$ cat src/rtl/qoa_spi_master.sv
// ---------------------------------------------------------------------------
// qoa_spi_master
//   SPI mode-0 master (CPOL=0, CPHA=0, MSB first) for the QOA decoder's SPI
//   slave port. Bytes arrive over a valid/ready handshake; consecutive bytes
//   without tx_last form one burst with chipsel held low. Each received byte
//   is returned on rx_data with a one-cycle rx_valid strobe.
//
// Parameters
//   CLK_DIV  system clocks per SCLK half-period (1..255)
//   CS_GAP   minimum system clocks chipsel stays high after a burst (>=1)
//
// Ports
//   clk       in   system clock
//   rst_n     in   synchronous active-low reset
//   tx_data   in   byte to transmit
//   tx_valid  in   tx_data/tx_last valid
//   tx_last   in   release chipsel after this byte
//   tx_ready  out  byte accepted when tx_valid && tx_ready
//   rx_data   out  last received byte, stable until the next rx_valid
//   rx_valid  out  one-cycle strobe, rx_data newly valid
//   busy      out  chipsel low or post-burst gap running
//   sclk      out  SPI clock, idles low
//   mosi      out  master out
//   miso      in   master in (sampled on rising sclk)
//   chipsel   out  1 = slave deselected, 0 = selected
// ---------------------------------------------------------------------------
module qoa_spi_master #(
  parameter int unsigned CLK_DIV = 4,
  parameter int unsigned CS_GAP  = 2
) (
  input  logic       clk,
  input  logic       rst_n,
  input  logic [7:0] tx_data,
  input  logic       tx_valid,
  input  logic       tx_last,
  output logic       tx_ready,
  output logic [7:0] rx_data,
  output logic       rx_valid,
  output logic       busy,
  output logic       sclk,
  output logic       mosi,
  input  logic       miso,
  output logic       chipsel
);

  localparam int unsigned    GW       = (CS_GAP > 1) ? $clog2(CS_GAP) : 1;
  localparam logic [7:0]     HALF_MAX = 8'(CLK_DIV - 1);
  localparam logic [GW-1:0]  GAP_MAX  = GW'(CS_GAP - 1);

  typedef enum logic [1:0] {
    IDLE,
    SHIFT,
    NEXT,
    GAP
  } state_e;

  state_e          state_q,    state_d;
  logic [7:0]      half_q,     half_d;
  logic [2:0]      bit_q,      bit_d;
  logic [6:0]      txsh_q,     txsh_d;
  logic            last_q,     last_d;
  logic [7:0]      rxsh_q,     rxsh_d;
  logic [7:0]      rx_data_q,  rx_data_d;
  logic            rx_valid_q, rx_valid_d;
  logic            sclk_q,     sclk_d;
  logic            mosi_q,     mosi_d;
  logic            cs_q,       cs_d;
  logic            ready_q,    ready_d;
  logic [GW-1:0]   gap_q,      gap_d;
  logic            accept;

  always_ff @(posedge clk) begin
    if (!rst_n) begin
      state_q    <= IDLE;
      half_q     <= '0;
      bit_q      <= '0;
      txsh_q     <= '0;
      last_q     <= 1'b0;
      rxsh_q     <= '0;
      rx_data_q  <= '0;
      rx_valid_q <= 1'b0;
      sclk_q     <= 1'b0;
      mosi_q     <= 1'b0;
      cs_q       <= 1'b1;
      ready_q    <= 1'b0;
      gap_q      <= '0;
    end else begin
      state_q    <= state_d;
      half_q     <= half_d;
      bit_q      <= bit_d;
      txsh_q     <= txsh_d;
      last_q     <= last_d;
      rxsh_q     <= rxsh_d;
      rx_data_q  <= rx_data_d;
      rx_valid_q <= rx_valid_d;
      sclk_q     <= sclk_d;
      mosi_q     <= mosi_d;
      cs_q       <= cs_d;
      ready_q    <= ready_d;
      gap_q      <= gap_d;
    end
  end

  always_comb begin
    state_d    = state_q;
    half_d     = half_q;
    bit_d      = bit_q;
    txsh_d     = txsh_q;
    last_d     = last_q;
    rxsh_d     = rxsh_q;
    rx_data_d  = rx_data_q;
    rx_valid_d = 1'b0;
    sclk_d     = sclk_q;
    mosi_d     = mosi_q;
    cs_d       = cs_q;
    gap_d      = gap_q;

    accept = tx_valid && ready_q;

    case (state_q)
      IDLE, NEXT: begin
        if (accept) begin
          state_d = SHIFT;
          cs_d    = 1'b0;
          sclk_d  = 1'b0;
          mosi_d  = tx_data[7];
          txsh_d  = tx_data[6:0];
          last_d  = tx_last;
          half_d  = '0;
          bit_d   = '0;
          rxsh_d  = '0;
        end
      end

      SHIFT: begin
        // rx_valid_q marks the cycle after the 8th fall: the byte is done and
        // this last SHIFT cycle must not generate another sclk edge.
        if (rx_valid_q) begin
          if (last_q) begin
            state_d = GAP;
            cs_d    = 1'b1;
            gap_d   = '0;
          end else begin
            state_d = NEXT;
          end
        end else if (half_q == HALF_MAX) begin
          half_d = '0;
          sclk_d = ~sclk_q;
          if (!sclk_q) begin
            rxsh_d = {rxsh_q[6:0], miso};
          end else if (bit_q == 3'd7) begin
            rx_data_d  = rxsh_q;
            rx_valid_d = 1'b1;
          end else begin
            mosi_d = txsh_q[6];
            txsh_d = {txsh_q[5:0], 1'b0};
            bit_d  = bit_q + 3'd1;
          end
        end else begin
          half_d = half_q + 8'd1;
        end
      end

      GAP: begin
        if (gap_q == GAP_MAX) begin
          state_d = IDLE;
        end else begin
          gap_d = gap_q + GW'(1);
        end
      end

      default: state_d = IDLE;
    endcase

    // Registered ready: follows the state being entered, so it is low in
    // reset and during SHIFT/GAP, and never overlaps rx_valid.
    ready_d = (state_d == IDLE) || (state_d == NEXT);
  end

  assign tx_ready = ready_q;
  assign rx_data  = rx_data_q;
  assign rx_valid = rx_valid_q;
  assign sclk     = sclk_q;
  assign mosi     = mosi_q;
  assign chipsel  = cs_q;
  assign busy     = !cs_q || (state_q == GAP);

endmodule

$ cat config.mk
export PLATFORM = sky130hd
export DESIGN_NAME = qoa_spi_master
export DESIGN_NICKNAME = d
export VERILOG_FILES = /design/src/rtl/qoa_spi_master.sv
export SDC_FILE = /design/constraint.sdc
export NUM_CORES = 1
export LEC_CHECK = 0
export CORE_MARGIN = 2
export CORE_UTILIZATION = 45
export CTS_BUF_LIST = sky130_fd_sc_hd__clkbuf_4 sky130_fd_sc_hd__clkbuf_8 sky130_fd_sc_hd__clkbuf_16
export CTS_CLUSTER_DIAMETER = 40
export DETAILED_ROUTE_END_ITERATION = 12
export MAX_ROUTING_LAYER = met4
export PLACE_DENSITY = 0.68
export SETUP_SLACK_MARGIN = 0.2
export SYNTH_ARGS = -nofsm -noshare
export SYNTH_HDL_FRONTEND = slang
export SYNTH_SLANG_ARGS = --single-unit
$ cat constraint.sdc
create_clock -name clk -period 2.8 [get_ports clk]
set_input_delay 0.56 -clock clk [delete_from_list [all_inputs] [get_ports clk]]
set_output_delay 0.56 -clock clk [all_outputs]
set_load 0.05 [all_outputs]
==> metrics.yaml, run 1 <==
status:
  status: "finished clean"
clocking:
  cts_buffers: 5
  ctsRootBufferMaster: "clkbuf_8"
  clock_sinks: 43
  clk_path_buf_depth: 2
  cts_tree: "yes"
  clk_pin_slew_worst_paths_ps: 80
  htree_levels: 2
  clkLatencyLatePin_ps: 300
  cts_resized: 0
  ctsHoldBuffers: 0
  post_cts_buffers: 0
place:
  dp.final_hpwl_um: 2710
  gp_congestion: 0.784
  place_inst: 257
  post-place-ws_ps: 562
  io_buffer_count: 26
  placed_area_um2: 2170
grt:
  grt.met2_usage_pct: 27.3
  grt_pass1_vias: 1364
  grt_overflow: 0
  busiest_layer: "met2"
  antenna_found_initial: 0
  track_usage_pct: 18.8
  grtUsageMet1_pct: 24.5
  grt_pass1_wl_um: 6270
  grt_max_degree: 16
  grt_util_met3_pct: 6.41
power:
  vdd_drop_max_v: 0.000315
  power_w: 0.00129
  pwr_density_cell_nw_per_um2: 566
  power_leakage_nw: 0.869
layout:
  nets: 230
  fin_cells: 264
  final_layout_size_suffix_gt1_share_pct: 10.3
  diodes: 0
  final_common_cell: "dfxtp_1"
  fin_area_um2: 2270
  layout_common_cells: "dfxtp_1, nand2_1, clkdlybuf4s50_1"
  area_growth_pct: 21.5
logic_synthesis:
  ys_seq_area_share_pct: 46.0
  synth-edff-count: 0
  synth.distinct_cells: 46
  async_reset_ff_share_pct: 0
  netlist_area_um2: 1870
  syn_nets: 204
  yosysTopAreaCell: "dfxtp_1"
  synthTopCellsByArea: "dfxtp_1, nand2_1, mux2i_1, a22o_1, o221a_1"
  synth.ff_latch_count: 43
  yosys.area.top_type_share_pct: 46.0
  yosys_warnings: 0
  syn_avg_cell_area_um2: 9.95
  ys.flop_type: "dfxtp_1"
  syn_inst: 188
setup_path:
  crit_required_ps: 2240
  cp-startpoint: "state_q[1]"
  regToRegStartpoint: "half_q[0]"
  arrival_ps: 1810
  worst-path-max-fanout: 7
  path_class: "flop to primary output"
  crit_path_start_kind: "flop"
  slowest_stage: "clkdlybuf4s50_1"
  path_cells: "nand2_1 > nand2_1 > clkdlybuf4s50_1"
  ff2ff_path_depth: 5
  critical-path-max-stage-delay_ps: 790
  end_kind: "primary output"
  crit_top_cell: "nand2_1"
sta:
  finalCritPeriodShare_pct: 84.6
  tightestPinTransition_ps: 638
  finalMaxSlewViolations: 0
  fmax_ghz: 0.422
  slew_headroom_pct: 57.3
  hold_viol: 0
  setup_slack_ps: 431
  tns_ps: 0
  rsz0062_at_grt: "no"
  final-setup-viol-count: 0
  finalCriticalPeriod_ps: 2370
  fin_skew_ps: 8.09
drt:
  drt_iter0_markers: 87
  viasPerCell: 5.41
  drt_wl_total_um: 3770
  post_drt_wl_per_cell_um: 14.3
  vias: 1427
  ant_nets: 0
  dr.pass1.iters: 4
  drc: 0
min_path:
  hold_class: "flop to flop"
  min_from: "bit_q[2]"
  holdPathStages: 2
die:
  die_area_um2: 4690
  rows: 23
  io_pins: 27
  start_util_pct: 46.8
  core_area_um2: 4000
  die_w_um: 68.5
  die_h_um: 68.5
run:
  cap_violations: 0
[worst max-delay path: cells and delay by family (launching register included)]
family	cells	cell delay [ps]
buf+inv	1	790
flops	1	510
simple gates	2	220
[cell type report]
class | count | area, µm²
clock buffer | 5 | 68.8
sequential | 43 | 861
clock inverter | 2 | 37.5
multi-input combinational | 132 | 953
timing repair buffer | 28 | 275
inverter | 4 | 15.0
fill | 349 | 1730
tap | 50 | 62.6
[flip-flops by register name, indices dropped and copies added (netlist names), 2 cells and up]
| name | count |
|---|---|
| txsh_q | 7 |
| rxsh_q | 8 |
| bit_q | 3 |
| state_q | 2 |
| half_q | 8 |
| rx_data | 8 |
[per-layer routing]
metal / vias to the layer above / wire [µm]
met5: - / 0
li1: 729 / -
met2: 23 / 1690
met3: 5 / 155
met4: 0 / 40
met1: 670 / 1880
[logic make-up (layout without fill, tap and decap cells)]
kind of cell	Yosys count	in the layout	synth area share [%]
flops	43	43	46.0
buf+inv	13	39	3.01
compound gates	39	39	18.2
fa+ha+maj	3	3	2.01
simple gates	74	74	22.7
mux	9	9	4.82
xor+xnor	7	7	3.28
[synth_stat cells, types with 2 or more instances]
| master | number |
|---|---|
| ha_1 | 3 |
| nor2b_1 | 2 |
| inv_1 | 3 |
| o211ai_1 | 2 |
| clkbuf_1 | 5 |
| o2111ai_1 | 3 |
| and3_1 | 2 |
| dfxtp_1 | 43 |
| a21oi_1 | 5 |
| a22o_1 | 9 |
| o21ai_2 | 2 |
| xor2_1 | 6 |
| o221a_1 | 7 |
| nand2_1 | 28 |
| nor2_1 | 16 |
| o2bb2ai_1 | 3 |
| buf_2 | 3 |
| nand3_1 | 10 |
| mux2i_1 | 9 |
[metrics by stage]
stage,util [%],hold slack (ps)
3_5_place_dp,54.2,461
6_report,56.8,471
4_1_cts,56.8,473
5_1_grt,56.8,517
3_3_place_gp,54.2,452
2_1_floorplan,-,446
[power breakdown]
| part | switching (W) | leakage, nW | internal, W |
|---|---|---|---|
| combinational | 0.0000976 | 0.470 | 0.0000660 |
| clock | 0.000211 | 0.0502 | 0.000261 |
| sequential | 0.0000182 | 0.349 | 0.000634 |
[worst paths after layout]
| path | endpoint | slack (ps) |
|---|---|---|
| worst max-delay path | busy | 430 |
| worst min-delay path | bit_q[2] | 470 |
| worst max register to register | txsh_q[5] | 710 |
| worst min register to register | bit_q[2] | 470 |
(Power assumes the default switching activity.)
==> inputs of run 2 (changes only) <==
==> constraint.sdc (replaced) <==
create_clock -name clk -period 2.47 [get_ports clk]
set_input_delay 0.494 -clock clk [delete_from_list [all_inputs] [get_ports clk]]
set_output_delay 0.494 -clock clk [all_outputs]
set_load 0.05 [all_outputs]
==> run 2 against run 1 <==
Compared with the run above:
- register-to-register slack worse by 330 ps
- sequential share of layout area about the same
- sequential power up 13%
- critical path depth down 2
- combinational power up 12%
- non-clock buffer count unchanged
- sequential cell count unchanged
- via count unchanged
- wire length unchanged
- count of clock-buffer cells in the layout unchanged
==> metrics.yaml, run 2 (same netlist as run 1, synthesis figures left out) <==
power:
  power_leakage_nw: 0.873  # +0.45%
  pwr_density_cell_nw_per_um2: 642  # +13%
  vdd_drop_max_v: 0.000358  # +13%
  power_w: 0.00146  # +13%
clocking:
  post_cts_buffers: 0  # unchanged
  ctsRootBufferMaster: "clkbuf_8"
  clock_sinks: 43  # unchanged
  clk_pin_slew_worst_paths_ps: 80  # about the same
  cts_buffers: 5  # unchanged
  clkLatencyLatePin_ps: 300  # about the same
  clk_path_buf_depth: 2  # unchanged
  htree_levels: 2  # unchanged
  cts_resized: 1  # +1
  ctsHoldBuffers: 0  # unchanged
  cts_tree: "yes"
setup_path:
  crit_path_start_kind: "flop"
  cp_num_cells: 1  # -2
  worst-path-max-fanout: 7  # unchanged
  slowest_stage: "clkdlybuf4s50_1"
  path_delay_family: "buffers and inverters"
  crit_required_ps: 1980  # -260 ps
  path_cells: "clkdlybuf4s50_1"
  ff2ff_path_depth: 5  # unchanged
  critical-path-max-stage-delay_ps: 870  # +80 ps
  path_buf_inv: 1  # unchanged
  arrival_ps: 1680  # -130 ps
  path_class: "flop to primary output"
  end_kind: "primary output"
place:
  placed_area_um2: 2170  # unchanged
  io_buffer_count: 26  # unchanged
  dp.final_hpwl_um: 2710  # unchanged
  gp_congestion: 0.784  # unchanged
drt:
  vias: 1427  # unchanged
  drt_wl_total_um: 3770  # unchanged
  drc: 0  # unchanged
  viasPerCell: 5.41  # unchanged
  post_drt_wl_per_cell_um: 14.3  # unchanged
  drt_iter0_markers: 87  # unchanged
  ant_nets: 0  # unchanged
  dr.pass1.iters: 4  # unchanged
sta:
  tns_ps: 0  # unchanged
  slew_headroom_pct: 57.3  # unchanged
  finalCritPeriodShare_pct: 87.9
  finalMaxSlewViolations: 0  # unchanged
  final-setup-viol-count: 0  # unchanged
  fmax_ghz: 0.461
  finalCriticalPeriod_ps: 2170
  fin_skew_ps: 8.09  # unchanged
  tightestPinTransition_ps: 638  # unchanged
  rsz0062_at_grt: "no"
  hold_viol: 0  # unchanged
grt:
  antenna_found_initial: 0  # unchanged
  grt_max_degree: 16  # unchanged
  track_usage_pct: 18.8  # unchanged
  grt_overflow: 0  # unchanged
  grt_pass1_wl_um: 6270  # unchanged
  grt_pass1_vias: 1364  # unchanged
layout:
  final_layout_size_suffix_gt1_share_pct: 10.3  # unchanged
  nets: 230  # unchanged
  fin_area_um2: 2270  # about the same
  multiInputGateArea_um2: 953  # unchanged
  seq_area_um2: 861  # unchanged
  layout_common_cells: "dfxtp_1, nand2_1, clkdlybuf4s50_1"
  fill_cells: 350  # +0.29%
  final_common_cell: "dfxtp_1"
  area_growth_pct: 21.5  # about the same
  diodes: 0  # unchanged
run:
  cap_violations: 0  # unchanged
status:
  status: "finished clean"
die:
  rows: 23  # unchanged
  core_area_um2: 4000  # unchanged
  io_pins: 27  # unchanged
  die_area_um2: 4690  # unchanged
  die_h_um: 68.5  # unchanged
  start_util_pct: 46.8  # unchanged
  die_w_um: 68.5  # unchanged
min_path:
  holdPathStages: 2  # unchanged
  hold_class: "flop to flop"
run 2: cell count changes in the layout (fill, tap and decap cells not counted), sizes merged:
cell / delta
clkdlybuf4s50: -1
dlygate4sd2: +1
run 2: worst paths after layout:
| path | to | slack [ps] | from |
|---|---|---|---|
| min reg2reg | bit_q[2] | 470 | bit_q[2] |
| max reg2reg | txsh_q[5] | 380 | half_q[0] |
| max | rx_valid | 300 | rx_valid |
| min | bit_q[2] | 470 | bit_q[2] |
run 2: per-stage QoR:
| step | hold WS, ps | util [%] | setup slack (ps) | cells |
|---|---|---|---|---|
| 2_1_floorplan | 446 | - | 690 | 188 |
| 3_3_place_gp | 452 | 54.2 | 363 | 257 |
| 3_5_place_dp | 461 | 54.2 | 298 | 257 |
| 4_1_cts | 473 | 56.8 | 292 | 264 |
| 5_1_grt | 517 | 56.8 | 211 | 264 |
| 6_report | 471 | 56.8 | 299 | 264 |
run 2: report_power, final:
part	switching, W	total [W]	internal, W	leakage, nW
sequential	0.0000206	0.000740	0.000719	0.349
combinational	0.000111	0.000184	0.0000738	0.474
clock	0.000239	0.000534	0.000295	0.0502
total	0.000370	0.00146	0.00109	0.873
run 2: layer usage:
metal	part of all wire [%]	up-vias	wire [µm]	track usage (%)
li1	-	729	-	-
met1	50	670	1880	24.5
met2	45	23	1690	27.3
met3	4.1	5	155	6.41
met4	1.1	0	40	5.75
met5	0	-	0	-
run 2: layout make-up:
cell class | count | share of cell area (%)
multi-input cells | 132 | 42.0
flip-flops and latches | 43 | 37.9
repair buffers | 28 | 12.1
clock buffers | 5 | 3.03
well taps | 50 | 2.75
clock inverters | 2 | 1.65
inverters | 4 | 0.661
